==> src/rtl/opcode_fetch_if.sv <==
// Memory read bus plus decoder bundle for the opcode fetch front end.
//   master : opcode_fetch side (drives address/request and the bundle,
//            receives read data and the consumer's op_ack)
//   slave  : memory / instruction decoder side
// Signals:
//   mem_addr, mem_rd_req          byte read request (registered)
//   mem_rdy, mem_data_i           read data return, valid when mem_rdy=1
//   opcode, postbyte0, eapostbyte instruction bytes
//   page2_valid, page3_valid      page qualifiers for postbyte0
//   op_valid, illegal_o           bundle valid / prefix-chain overflow
//   op_ack                        consumer has taken the bundle
interface opcode_fetch_if;
  logic [15:0] mem_addr;
  logic        mem_rd_req;
  logic        mem_rdy;
  logic [7:0]  mem_data_i;
  logic [7:0]  opcode;
  logic [7:0]  postbyte0;
  logic [7:0]  eapostbyte;
  logic        page2_valid;
  logic        page3_valid;
  logic        op_valid;
  logic        illegal_o;
  logic        op_ack;

  modport master (
    output mem_addr, mem_rd_req,
    input  mem_rdy, mem_data_i,
    output opcode, postbyte0, eapostbyte, page2_valid, page3_valid,
    output op_valid, illegal_o,
    input  op_ack
  );

  modport slave (
    input  mem_addr, mem_rd_req,
    output mem_rdy, mem_data_i,
    input  opcode, postbyte0, eapostbyte, page2_valid, page3_valid,
    input  op_valid, illegal_o,
    output op_ack
  );
endinterface

==> src/rtl/opcode_fetch.sv <==
// Front-end byte sequencer for the 6809/6309-compatible core.
// Fetches the opcode at PC, resolves 0x10/0x11 page prefixes, gathers the
// register-list/TFR operand byte and the indexed EA postbyte, and holds the
// result as a registered bundle until the sequencer acknowledges it.
// Ports:
//   cpu_clk, cpu_reset_n  clock, asynchronous active-low reset
//   pc_load, pc_i         load new PC (also aborts any fetch)
//   fetch_req             request the next instruction
//   flush                 abort the fetch and drop the bundle
//   bus                   memory bus + decoder bundle (master modport)
//   pc_o                  address of the byte after the last consumed byte
module opcode_fetch #(
  parameter int unsigned MAX_PREFIX = 3,
  parameter logic [15:0] RESET_PC   = 16'hFFFE
) (
  input  logic            cpu_clk,
  input  logic            cpu_reset_n,
  input  logic            pc_load,
  input  logic [15:0]     pc_i,
  input  logic            fetch_req,
  input  logic            flush,
  opcode_fetch_if.master  bus,
  output logic [15:0]     pc_o
);

  typedef enum logic [2:0] {
    IDLE,
    F_OP,
    F_PB,
    F_EA,
    HOLD
  } state_t;

  state_t      state_q, state_d;
  logic [15:0] pc_q, pc_d;
  logic [7:0]  opcode_q, opcode_d;
  logic [7:0]  pb0_q, pb0_d;
  logic [7:0]  ea_q, ea_d;
  logic        p2_q, p2_d;
  logic        p3_q, p3_d;
  logic        ill_q, ill_d;
  logic [7:0]  cnt_q, cnt_d;
  logic        page_q, page_d;     // 1: last prefix was 0x11
  logic        pfx_q, pfx_d;       // current instruction is page-prefixed
  logic        rd_q, rd_d;
  logic        vld_q, vld_d;

  logic        accept;
  logic [7:0]  b;

  assign accept = rd_q & bus.mem_rdy;
  assign b      = bus.mem_data_i;

  function automatic logic is_prefix(input logic [7:0] x);
    return (x == 8'h10) || (x == 8'h11);
  endfunction

  // Page-1 opcodes followed by a register-list / TFR / EXG operand byte
  function automatic logic is_reglist(input logic [7:0] x);
    return (x == 8'h1E) || (x == 8'h1F) || (x[7:2] == 6'b001101);
  endfunction

  // Page-1 indexed opcodes: LEAx (0x30-0x33) and the 0x6x/0xAx/0xEx groups
  function automatic logic is_indexed(input logic [7:0] x);
    return (x[7:2] == 6'b001100) || (x[7:4] == 4'h6) ||
           (x[7:4] == 4'hA) || (x[7:4] == 4'hE);
  endfunction

  always_comb begin
    state_d  = state_q;
    pc_d     = pc_q;
    opcode_d = opcode_q;
    pb0_d    = pb0_q;
    ea_d     = ea_q;
    p2_d     = p2_q;
    p3_d     = p3_q;
    ill_d    = ill_q;
    cnt_d    = cnt_q;
    page_d   = page_q;
    pfx_d    = pfx_q;

    if (pc_load || flush) begin
      // An abort takes priority over any byte arriving this cycle, so PC
      // only reflects bytes accepted on earlier cycles.
      state_d = IDLE;
      p2_d    = 1'b0;
      p3_d    = 1'b0;
      ill_d   = 1'b0;
      if (pc_load) pc_d = pc_i;
    end else begin
      unique case (state_q)
        IDLE: begin
          if (fetch_req) begin
            p2_d    = 1'b0;
            p3_d    = 1'b0;
            ill_d   = 1'b0;
            cnt_d   = '0;
            state_d = F_OP;
          end
        end

        F_OP: begin
          if (accept) begin
            pc_d     = pc_q + 16'd1;
            opcode_d = b;
            if (is_prefix(b)) begin
              cnt_d   = cnt_q + 8'd1;
              page_d  = b[0];
              pfx_d   = 1'b1;
              state_d = F_PB;
            end else begin
              pfx_d = 1'b0;
              if (is_reglist(b))      state_d = F_PB;
              else if (is_indexed(b)) state_d = F_EA;
              else                    state_d = HOLD;
            end
          end
        end

        F_PB: begin
          if (accept) begin
            pc_d = pc_q + 16'd1;
            if (!pfx_q) begin
              pb0_d   = b;
              state_d = HOLD;
            end else if (is_prefix(b)) begin
              if (cnt_q < 8'(MAX_PREFIX)) begin
                opcode_d = b;
                page_d   = b[0];
                cnt_d    = cnt_q + 8'd1;
              end else begin
                ill_d   = 1'b1;
                pb0_d   = b;
                state_d = HOLD;
              end
            end else begin
              pb0_d   = b;
              p2_d    = ~page_q;
              p3_d    = page_q;
              state_d = ((b[7:4] == 4'hA) || (b[7:4] == 4'hE)) ? F_EA : HOLD;
            end
          end
        end

        F_EA: begin
          if (accept) begin
            pc_d    = pc_q + 16'd1;
            ea_d    = b;
            state_d = HOLD;
          end
        end

        HOLD: begin
          if (bus.op_ack) begin
            if (fetch_req) begin
              p2_d    = 1'b0;
              p3_d    = 1'b0;
              ill_d   = 1'b0;
              cnt_d   = '0;
              state_d = F_OP;
            end else begin
              state_d = IDLE;
            end
          end
        end

        default: state_d = IDLE;
      endcase
    end

    // Request and valid are registered images of the next state
    rd_d  = (state_d == F_OP) || (state_d == F_PB) || (state_d == F_EA);
    vld_d = (state_d == HOLD);
  end

  always_ff @(posedge cpu_clk or negedge cpu_reset_n) begin
    if (!cpu_reset_n) begin
      state_q  <= IDLE;
      pc_q     <= RESET_PC;
      opcode_q <= '0;
      pb0_q    <= '0;
      ea_q     <= '0;
      p2_q     <= 1'b0;
      p3_q     <= 1'b0;
      ill_q    <= 1'b0;
      cnt_q    <= '0;
      page_q   <= 1'b0;
      pfx_q    <= 1'b0;
      rd_q     <= 1'b0;
      vld_q    <= 1'b0;
    end else begin
      state_q  <= state_d;
      pc_q     <= pc_d;
      opcode_q <= opcode_d;
      pb0_q    <= pb0_d;
      ea_q     <= ea_d;
      p2_q     <= p2_d;
      p3_q     <= p3_d;
      ill_q    <= ill_d;
      cnt_q    <= cnt_d;
      page_q   <= page_d;
      pfx_q    <= pfx_d;
      rd_q     <= rd_d;
      vld_q    <= vld_d;
    end
  end

  // mem_addr and pc_o are the same PC register
  assign bus.mem_addr    = pc_q;
  assign bus.mem_rd_req  = rd_q;
  assign bus.opcode      = opcode_q;
  assign bus.postbyte0   = pb0_q;
  assign bus.eapostbyte  = ea_q;
  assign bus.page2_valid = p2_q;
  assign bus.page3_valid = p3_q;
  assign bus.op_valid    = vld_q;
  assign bus.illegal_o   = ill_q;
  assign pc_o            = pc_q;

endmodule

==> src/flat_wrapper.sv <==
// flat-port wrapper written by rule: the top's interface ports become plain ports
module opcode_fetch_flat 
#(
  parameter int unsigned MAX_PREFIX = 3,
  parameter logic [15:0] RESET_PC   = 16'hFFFE
)
  (cpu_clk, cpu_reset_n, pc_load, pc_i, fetch_req, flush, pc_o, bus_mem_addr, bus_mem_rd_req, bus_mem_rdy, bus_mem_data_i, bus_opcode, bus_postbyte0, bus_eapostbyte, bus_page2_valid, bus_page3_valid, bus_op_valid, bus_illegal_o, bus_op_ack);
  opcode_fetch_if bus_i ();
  input  logic cpu_clk;
  input  logic cpu_reset_n;
  input  logic pc_load;
  input  logic [15:0] pc_i;
  input  logic fetch_req;
  input  logic flush;
  output logic [15:0] pc_o;
  output wire logic [$bits(bus_i.mem_addr)-1:0] bus_mem_addr;
  output wire logic [$bits(bus_i.mem_rd_req)-1:0] bus_mem_rd_req;
  input wire logic [$bits(bus_i.mem_rdy)-1:0] bus_mem_rdy;
  input wire logic [$bits(bus_i.mem_data_i)-1:0] bus_mem_data_i;
  output wire logic [$bits(bus_i.opcode)-1:0] bus_opcode;
  output wire logic [$bits(bus_i.postbyte0)-1:0] bus_postbyte0;
  output wire logic [$bits(bus_i.eapostbyte)-1:0] bus_eapostbyte;
  output wire logic [$bits(bus_i.page2_valid)-1:0] bus_page2_valid;
  output wire logic [$bits(bus_i.page3_valid)-1:0] bus_page3_valid;
  output wire logic [$bits(bus_i.op_valid)-1:0] bus_op_valid;
  output wire logic [$bits(bus_i.illegal_o)-1:0] bus_illegal_o;
  input wire logic [$bits(bus_i.op_ack)-1:0] bus_op_ack;
  assign bus_mem_addr = bus_i.mem_addr;
  assign bus_mem_rd_req = bus_i.mem_rd_req;
  assign bus_i.mem_rdy = bus_mem_rdy;
  assign bus_i.mem_data_i = bus_mem_data_i;
  assign bus_opcode = bus_i.opcode;
  assign bus_postbyte0 = bus_i.postbyte0;
  assign bus_eapostbyte = bus_i.eapostbyte;
  assign bus_page2_valid = bus_i.page2_valid;
  assign bus_page3_valid = bus_i.page3_valid;
  assign bus_op_valid = bus_i.op_valid;
  assign bus_illegal_o = bus_i.illegal_o;
  assign bus_i.op_ack = bus_op_ack;
  opcode_fetch #(.MAX_PREFIX(MAX_PREFIX), .RESET_PC(RESET_PC)) u_core (.cpu_clk(cpu_clk), .cpu_reset_n(cpu_reset_n), .pc_load(pc_load), .pc_i(pc_i), .fetch_req(fetch_req), .flush(flush), .bus(bus_i), .pc_o(pc_o));
endmodule
==> config.mk <==
export PLATFORM = sky130hd
export DESIGN_NAME = opcode_fetch_flat
export DESIGN_NICKNAME = d
export VERILOG_FILES = /design/src/rtl/opcode_fetch_if.sv /design/src/rtl/opcode_fetch.sv /design/src/flat_wrapper.sv
export SDC_FILE = /design/constraint.sdc
export NUM_CORES = 1
export LEC_CHECK = 0
export CAP_MARGIN = 25
export CORE_UTILIZATION = 44
export DETAILED_ROUTE_END_ITERATION = 10
export PLACE_DENSITY = 0.85
export SLEW_MARGIN = 30
export SYNTH_ARGS = -nofsm -noshare
export SYNTH_HDL_FRONTEND = slang
export SYNTH_SLANG_ARGS = --single-unit
==> constraint.sdc <==
create_clock -name cpu_clk -period 3.9 [get_ports cpu_clk]
set_clock_uncertainty 0.05 [all_clocks]
set_input_delay 0.78 -clock cpu_clk [delete_from_list [all_inputs] [get_ports cpu_clk]]
set_output_delay 0.78 -clock cpu_clk [all_outputs]
set_load 0.005 [all_outputs]
# Word-level counts from Yosys, hierarchy flattened
# Index checks and enable logic that the tools add are counted.
# classes
reduce_logical	26
magnitude_cmp	1
n_bitwise	3
addsub	2
mux	67
eq_ne	32
# op_table
op	n
$mux W8	16
$mux W16	4
$mux W3	13
$eq A8 B5 Y1 const B	4
$pmux W8 S4	1
$mux W1	27
$add A16 B1 Y16 const B	1
$pmux W8 S2	1
$pmux W3 S5	1
$eq A3 B2 Y1 const B	4
$eq A6 B4 Y1 const B	2
$ne A2 B1 Y1 const B	6
$logic_or A1 B1 Y1	10
$ne A3 B1 Y1 const B	3
$ne A3 B2 Y1 const B	3
$pmux W1 S3	3
$reduce_and A3 Y1	3
$reduce_and A9 Y1	1
$add A8 B1 Y8 const B	1
$eq A4 B4 Y1 const B	2
$lt A8 B2 Y1 const B	1
$reduce_and A8 Y1	1
$reduce_bool A4 Y1	2
$reduce_and A7 Y1	1
other kinds (14)	20
# totals
inputBits	31
out_inout_bits	61
wordCells	144
regBits	58

# Depth between registers and ports, before layout
# Gate-level depths: netlist (run 1).
# logic_depth
word_depth	13
depth_mapped	7
ltp_nobuf	6

# Worst setup path after synthesis (run 1)
# No wires, ideal clock.
# synth_path
kind	input-to-reg
start	input port bus_mem_data_i[5]
end	register u_core.cnt_q[4]
t_arrival_ps	2318
required_time_ps	3755
stages	6
path_buffers	1
path_slack_ps	1436
setup_time_ps	95
cell_sequence	or4_4 o21ai_4 o311ai_4 or3_1 buf_6 o31ai_1
# synth_between
elab_chain_len	4
word_cells_on_any_way	6
classes_between	eq/ne: 4; reduce/logical: 2
# synth_lines
item	line_no	rtl
from (decl)	flat_wrapper.sv:19	input wire logic [$bits(bus_i.mem_data_i)-1:0] bus_mem_data_i;
$eq A8 B5 Y1	opcode_fetch.sv:55	return (x == 8'h10) || (x == 8'h11);
$logic_or A1 B1 Y1 *	opcode_fetch.sv:55	
$ne A2 B1 Y1 (no source line)	-	
$reduce_and A9 Y1 (no source line) *	-	
to (signal assigned)	opcode_fetch.sv:200	cnt_q <= cnt_d;
to (decl)	opcode_fetch.sv:42	logic [7:0] cnt_q, cnt_d;
# Mark *: on every way between the ends. The rest lies on a longest branch, timed or not.
# A chain may end at the register's enable or synchronous reset.

# Worst setup path after layout (run 1)
# layout_path
start	input port bus_mem_data_i[5]
end	register u_core.cnt_q[6]
# Same word-level chain as after synthesis.

==> impl_results.md, run 1 <==
- Ys flop type: dfrtp_1
- CP peak stage delay: 630 ps
- TritonCTS Sinks: 58
- Post-route antenna net violation count: 0
- Status: finished clean
- Post-CTS Hold Buffers: 0
- Clock transition at the registers of the reported paths: 70 ps
- Power Total: 1.59 mW
- H-Tree Depth: 3
- Placer Congestion: 0.948
- RSZ-0062 raised after global routing: false
- Drt wl/cell: 17.2 um
- Minimum clock period: 2870 ps
- Setup TNS: 0 ps
- Vias in the first global route: 2857
- # nets final: 438
- FMAX: 349 MHz
- DR vias/cell: 5.88
- Global route overflow: 0
- Final WS setup: 1030 ps
- Hold Vio Cnt, Final: 0
- Area leader, netlist: dfrtp_1
- WL final: 8700 um
- Initial Util: 46.6%
- # diodes: 0
- Worst setup path class: in -> reg
- Max cap viols: 0
- Mapped Area: 3250 um^2
- Placed wire-length estimate: 6300 um
- Initial antenna violation count: 0
- Family with the most delay on the worst path: simple AND/OR/NAND/NOR gates
- Synth Net Count: 362
- Pwr Density: 366 nW/um^2
- Layout cell share with drive strength beyond 1: 17.3%
- Die area: 7740 um^2
- # DRC: 0
- Flops & latches, synth: 58
- I/O pins: 92
- Iteration-0 DRC count of the detailed router: 285
- Critical path, cell by cell: clkdlybuf4s50_1 -> or4_4 -> o21ai_4 -> o311ai_4 -> or3_1 -> o31ai_1
- Core Region: 6980 um^2
- Area grow syn2layout: 33.7%
- Arrival @ worst endpoint: 3070 ps
- Dpl ws: 661 ps
- # rows: 30
- Max_slew headroom: 46.8%
- WP buf/inv: 1
- Largest net degree at the start of global routing: 37
- CP startpoint kind: input port
- TritonCTS clock tree: built
- Slew Limit Fails: 0
- Post-synth EDFFs: 0
- Synth top area share: 33.1%
- Max clock buf depth: 2
- Global-route wire length before repair: 13800 um
- Synth Warn #: 0
- GRT Overall Usage: 23.9%
- Worst Hold Class: reg -> reg
- Synth area leaders: dfrtp_1 (33%), dfstp_2 (12%), mux2_2 (9.0%)
- Seq/Total Area, Yosys: 45.2%
- Storage element area: 1470 um^2
- Leakage power: 1.77 nW
- VDD IR max: 0.000234 V
- Fillers: 580
- DR pass1 iterations: 5
- Total CTS buffers: 9
- PortBufs: 91
- Most numerous cell in the Yosys netlist: dfrtp_1
- Tcrit/Tclk final: 73.5%
- Worst-margin pin slew: 798 ps
- Clk root buf: clkbuf_8
- CP endpoint kind: flop
- Slowest cell on crit path: or4_4
- Mapped Cells: 329
- Chip Width: 88 um
- Routed vias: 2973
- Setup Viol. Count Final: 0
- Area of the multi-input gates: 1590 um^2
- Required time worst endpoint: 4100 ps
- Die height: 88 um
- Crit Path Max Fanout: 10
- Post-CTS Setup Repair Bufs: 0
- Post-Syn Area per Cell: 9.89 um^2
- Asr flop ratio synth: 100%
- Synth cell count leaders: dfrtp_1 (43), mux2_2 (26), nor2_1 (25)
- Distinct cells, synth: 58
- Cts repair resizes: 0
- Clock Latency Late Sink: 350 ps
-- registers in the layout (all words and copies together) (netlist names), 3 cells and up --
name	flops
u_core.bus.mem_addr	16
u_core.bus.eapostbyte	8
u_core.bus.opcode	8
u_core.bus.postbyte0	8
u_core.cnt_q	8
u_core.state_q	3
-- per-stage QoR --
step	area (um^2)	std cells	hold WS, ps	utilization (%)
floorplan	3250	329	403	-
global placement	4120	490	429	59.1
detailed placement	4120	490	435	59.1
CTS	4350	506	450	62.3
global route	4350	506	476	62.3
finish	4350	506	447	62.3
-- power breakdown --
group	switching [mW]	internal, mW	leakage [nW]
Clock	0.247	0.391	0.113
Combinational	0.114	0.150	0.904
Sequential	0.0440	0.648	0.753
Total	0.405	1.19	1.77
-- cells in the final DEF (no fill, tap or decap), types with 3 or more instances in the layout --
cell type	n
clkdlybuf4s50_1	90
dfrtp_1	43
mux2_2	26
nor2_1	25
a21oi_1	24
nand2_1	21
nand3_1	16
dfstp_2	15
o31ai_1	14
o21ai_0	12
clkbuf_8	11
o21ai_1	9
a31oi_1	7
nor3_1	6
inv_1	5
o22ai_1	5
nand4_1	4
and2_1	4
nand2b_1	4
and3_1	4
nor3b_1	3
nor4_1	3
nor2b_1	3
a32o_1	3
or3_1	3
buf_4	3
-- kinds of logic (layout without fill, tap and decap cells) --
family / after synthesis / after routing / share of synthesized area, %
and+or+nand+nor: 111 / 111 / 18.3
buffers and inverters: 34 / 115 / 6.11
adders and majority gates: 2 / 2 / 0.769
AOI/OAI and AO/OA: 96 / 96 / 20.1
DFF: 58 / 58 / 45.2
xor gates and xnor gates: 2 / 2 / 0.538
muxes: 26 / 26 / 9.00
-- layout make-up --
cell class | instances | area share, %
Timing Repair Buffer | 94 | 21.3
Multi-Input combinational cell | 237 | 36.4
Clock buffer | 11 | 3.48
Sequential cell | 58 | 33.8
Tap cell | 96 | 2.76
Clock inverter | 5 | 1.75
Inverter | 5 | 0.431
-- metal layers --
| layer | up-vias | wire, um | global-route usage, % |
|---|---|---|---|
| met1 | 1448 | 3560 | 29.7 |
| met5 | - | 0 | 0 |
| met4 | 0 | 200 | 9.84 |
| met2 | 136 | 4340 | 39.5 |
| met3 | 17 | 608 | 6.13 |
| li1 | 1372 | - | - |
-- worst paths after layout --
kind	startpoint	endpoint	slack (ps)	depth (start not counted)
worst min register to register	u_core.bus.page2_valid	u_core.bus.page2_valid	450	1
min in group asynchronous	cpu_reset_n	u_core.bus.eapostbyte[0]	460	1
worst min-delay path	u_core.bus.page2_valid	u_core.bus.page2_valid	450	1
worst max-delay path	bus_mem_data_i[5]	u_core.cnt_q[6]	1030	6
max in group asynchronous	cpu_reset_n	u_core.cnt_q[5]	2510	2
worst max register to register	u_core.cnt_q[0]	u_core.cnt_q[6]	1340	6
No activity file was read; power rests on OpenSTA's default activity.
==> run 2: changes to the inputs <==
- clock period: 3.9 -> 2.9 ns (I/O delays scaled with it)
==> impl_results.md, run 2 (same netlist as run 1, synthesis figures left out) <==
- GRT Overall Usage: 23.6%
- Post-CTS Setup Repair Bufs: 0
- Switching Power: 547 uW
- RSZ-0062 raised after global routing: false
- Family with the most delay on the worst path: simple AND/OR/NAND/NOR gates
- Die height: 88 um
- Initial Util: 46.6%
- WL final: 8800 um
- Core Region: 6980 um^2
- VDD IR max: 0.000299 V
- # rows: 30
- Worst-margin pin slew: 642 ps
- Critical R2R Launch: u_core.cnt_q[0]
- Placed wire-length estimate: 6410 um
- Worst Hold Class: in -> async
- Cts repair resizes: 0
- Minimum clock period: 2570 ps
- Total CTS buffers: 9
- Comb power frac: 18.1%
- Int Pwr: 1.50 mW
- Clock transition at the registers of the reported paths: 60 ps
- Largest register FFs: 16
- Fillers: 557
- Setup Viol. Count Final: 0
- Critical path depth in cells: 6
- Power Total: 2.05 mW
- Largest net degree at the start of global routing: 33
- Critical Path Start: bus_mem_data_i[4]
- Layout cell share with drive strength beyond 1: 19.2%
- Routed vias: 3002
- CP startpoint kind: input port
- Area grow syn2layout: 35.6%
- FMAX: 389 MHz
- Leakage power: 1.81 nW
- Vias in the first global route: 2837
- Max cap viols: 0
- Post-route cell area: 4410 um^2
- Most common cell after layout, fill and taps aside: clkdlybuf4s50_1
- # nets final: 449
- Worst setup path class: in -> reg
- Slew Limit Fails: 0
- Tcrit/Tclk final: 88.5%
- Max_slew headroom: 57.1%
- Setup TNS: 0 ps
- # DRC: 0
- CP peak stage delay: 600 ps
- Chip Width: 88 um
- # diodes: 0
- Drt wl/cell: 17.0 um
- Worst hold slack: 200 ps
- WP buf/inv: 1
- Die area: 7740 um^2
- Post-CTS Hold Buffers: 0
- TritonCTS clock tree: built
- Worst Reg2Reg Path Length in Cells: 6
- Hold Vio Cnt, Final: 0
- Critical path, cell by cell: clkdlybuf4s50_1 -> or3b_2 -> o21ai_4 -> o311ai_4 -> or3_1 -> o31ai_1
- H-Tree Depth: 3
- Global-route wire length before repair: 13700 um
- Arrival @ worst endpoint: 2760 ps
- Switching Fraction: 26.7%
- TritonCTS Sinks: 58
- Pwr Density: 464 nW/um^2
- Post-route antenna net violation count: 0
- CP endpoint: u_core.cnt_q[4]
- DR vias/cell: 5.81
- Slowest cell on crit path: clkdlybuf4s50_1
- Commonest non-fill, non-tap cells in the layout: clkdlybuf4s50_1 (90), dfrtp_1 (43), mux2_2 (26)
- PortBufs: 91
- Placed inst area: 4220 um^2
- Status: finished clean
- Clk root buf: clkbuf_8
- CP endpoint kind: flop
- R2r setup slk: 490 ps
- Global route overflow: 0
- Clock Power Share: 36.4%
- I/O pins: 92
- Clock Latency Late Sink: 340 ps
- Crit Path Max Fanout: 8
- Iteration-0 DRC count of the detailed router: 214
- Initial antenna violation count: 0
- Required time worst endpoint: 3090 ps
- DR pass1 iterations: 4
- Max clock buf depth: 2
- Flop pwr share: 45.6%
- Placer Congestion: 0.887
- R2r endpoint: u_core.cnt_q[4]
[run 2: how the worst min path moves through the flow]
stage | to | slack (ps) | cells after the start
5_1_grt | u_core.bus.eapostbyte[0] | 250 | 1
3_3_place_gp | u_core.cnt_q[7] | 420 | 1
4_1_cts | u_core.bus.postbyte0[4] | 210 | 1
2_1_floorplan | u_core.bus.eapostbyte[0] | 230 | 0
6_report | u_core.bus.eapostbyte[0] | 200 | 1
3_5_place_dp | u_core.bus.opcode[4] | 440 | 1
[run 2: area by class of cell]
cell class	instances	area [um^2]	area share [%]
Sequential cell	58	1470	33.3
Tap cell	96	120	2.72
Multi-Input combinational cell	237	1590	35.9
Clock inverter	5	53.8	1.22
Clock buffer	11	141	3.20
Timing Repair Buffer	105	1020	23.2
Inverter	5	18.8	0.425
[run 2: power by group through the flow]
stage | clock network [mW] | registers [mW] | logic [mW]
after floorplan | 0 | 0.929 | 0.173
after global placement | 0 | 0.940 | 0.360
after detailed placement | 0 | 0.944 | 0.369
after CTS | 0.756 | 0.931 | 0.371
after global routing | 0.783 | 0.939 | 0.401
final | 0.744 | 0.933 | 0.370
[run 2: layer usage]
metal  share of wire, %  global-route usage [%]  vias to the layer above
met3                6.6                    5.28                       14
met1                 42                    29.0                     1457
met2                 49                    39.0                      126
met5                  0                       0                        -
met4                1.9                    11.6                        0
li1                   -                       -                     1405
[run 2: worst register-to-register path, delay by kind of cell (launching register included)]
kind            cells  cell delay, ps
fa+ha+maj           1             270
compound gates      2             380
simple gates        3            1210
flops               1             410
[run 2: per-stage QoR]
step,util [%],setup slack (ps),std cells
floorplan,-,636,329
detailed placement,60.4,-2.82,501
CTS,63.2,354,517
finish,63.2,332,517
global route,63.2,207,517
global placement,60.4,71.5,501
==> run 3: changes to the inputs <==
- GPL_TIMING_DRIVEN: unset -> 1
==> results of run 3 <==
No change in the layout: final DEF, timing and power equal those of run 2.
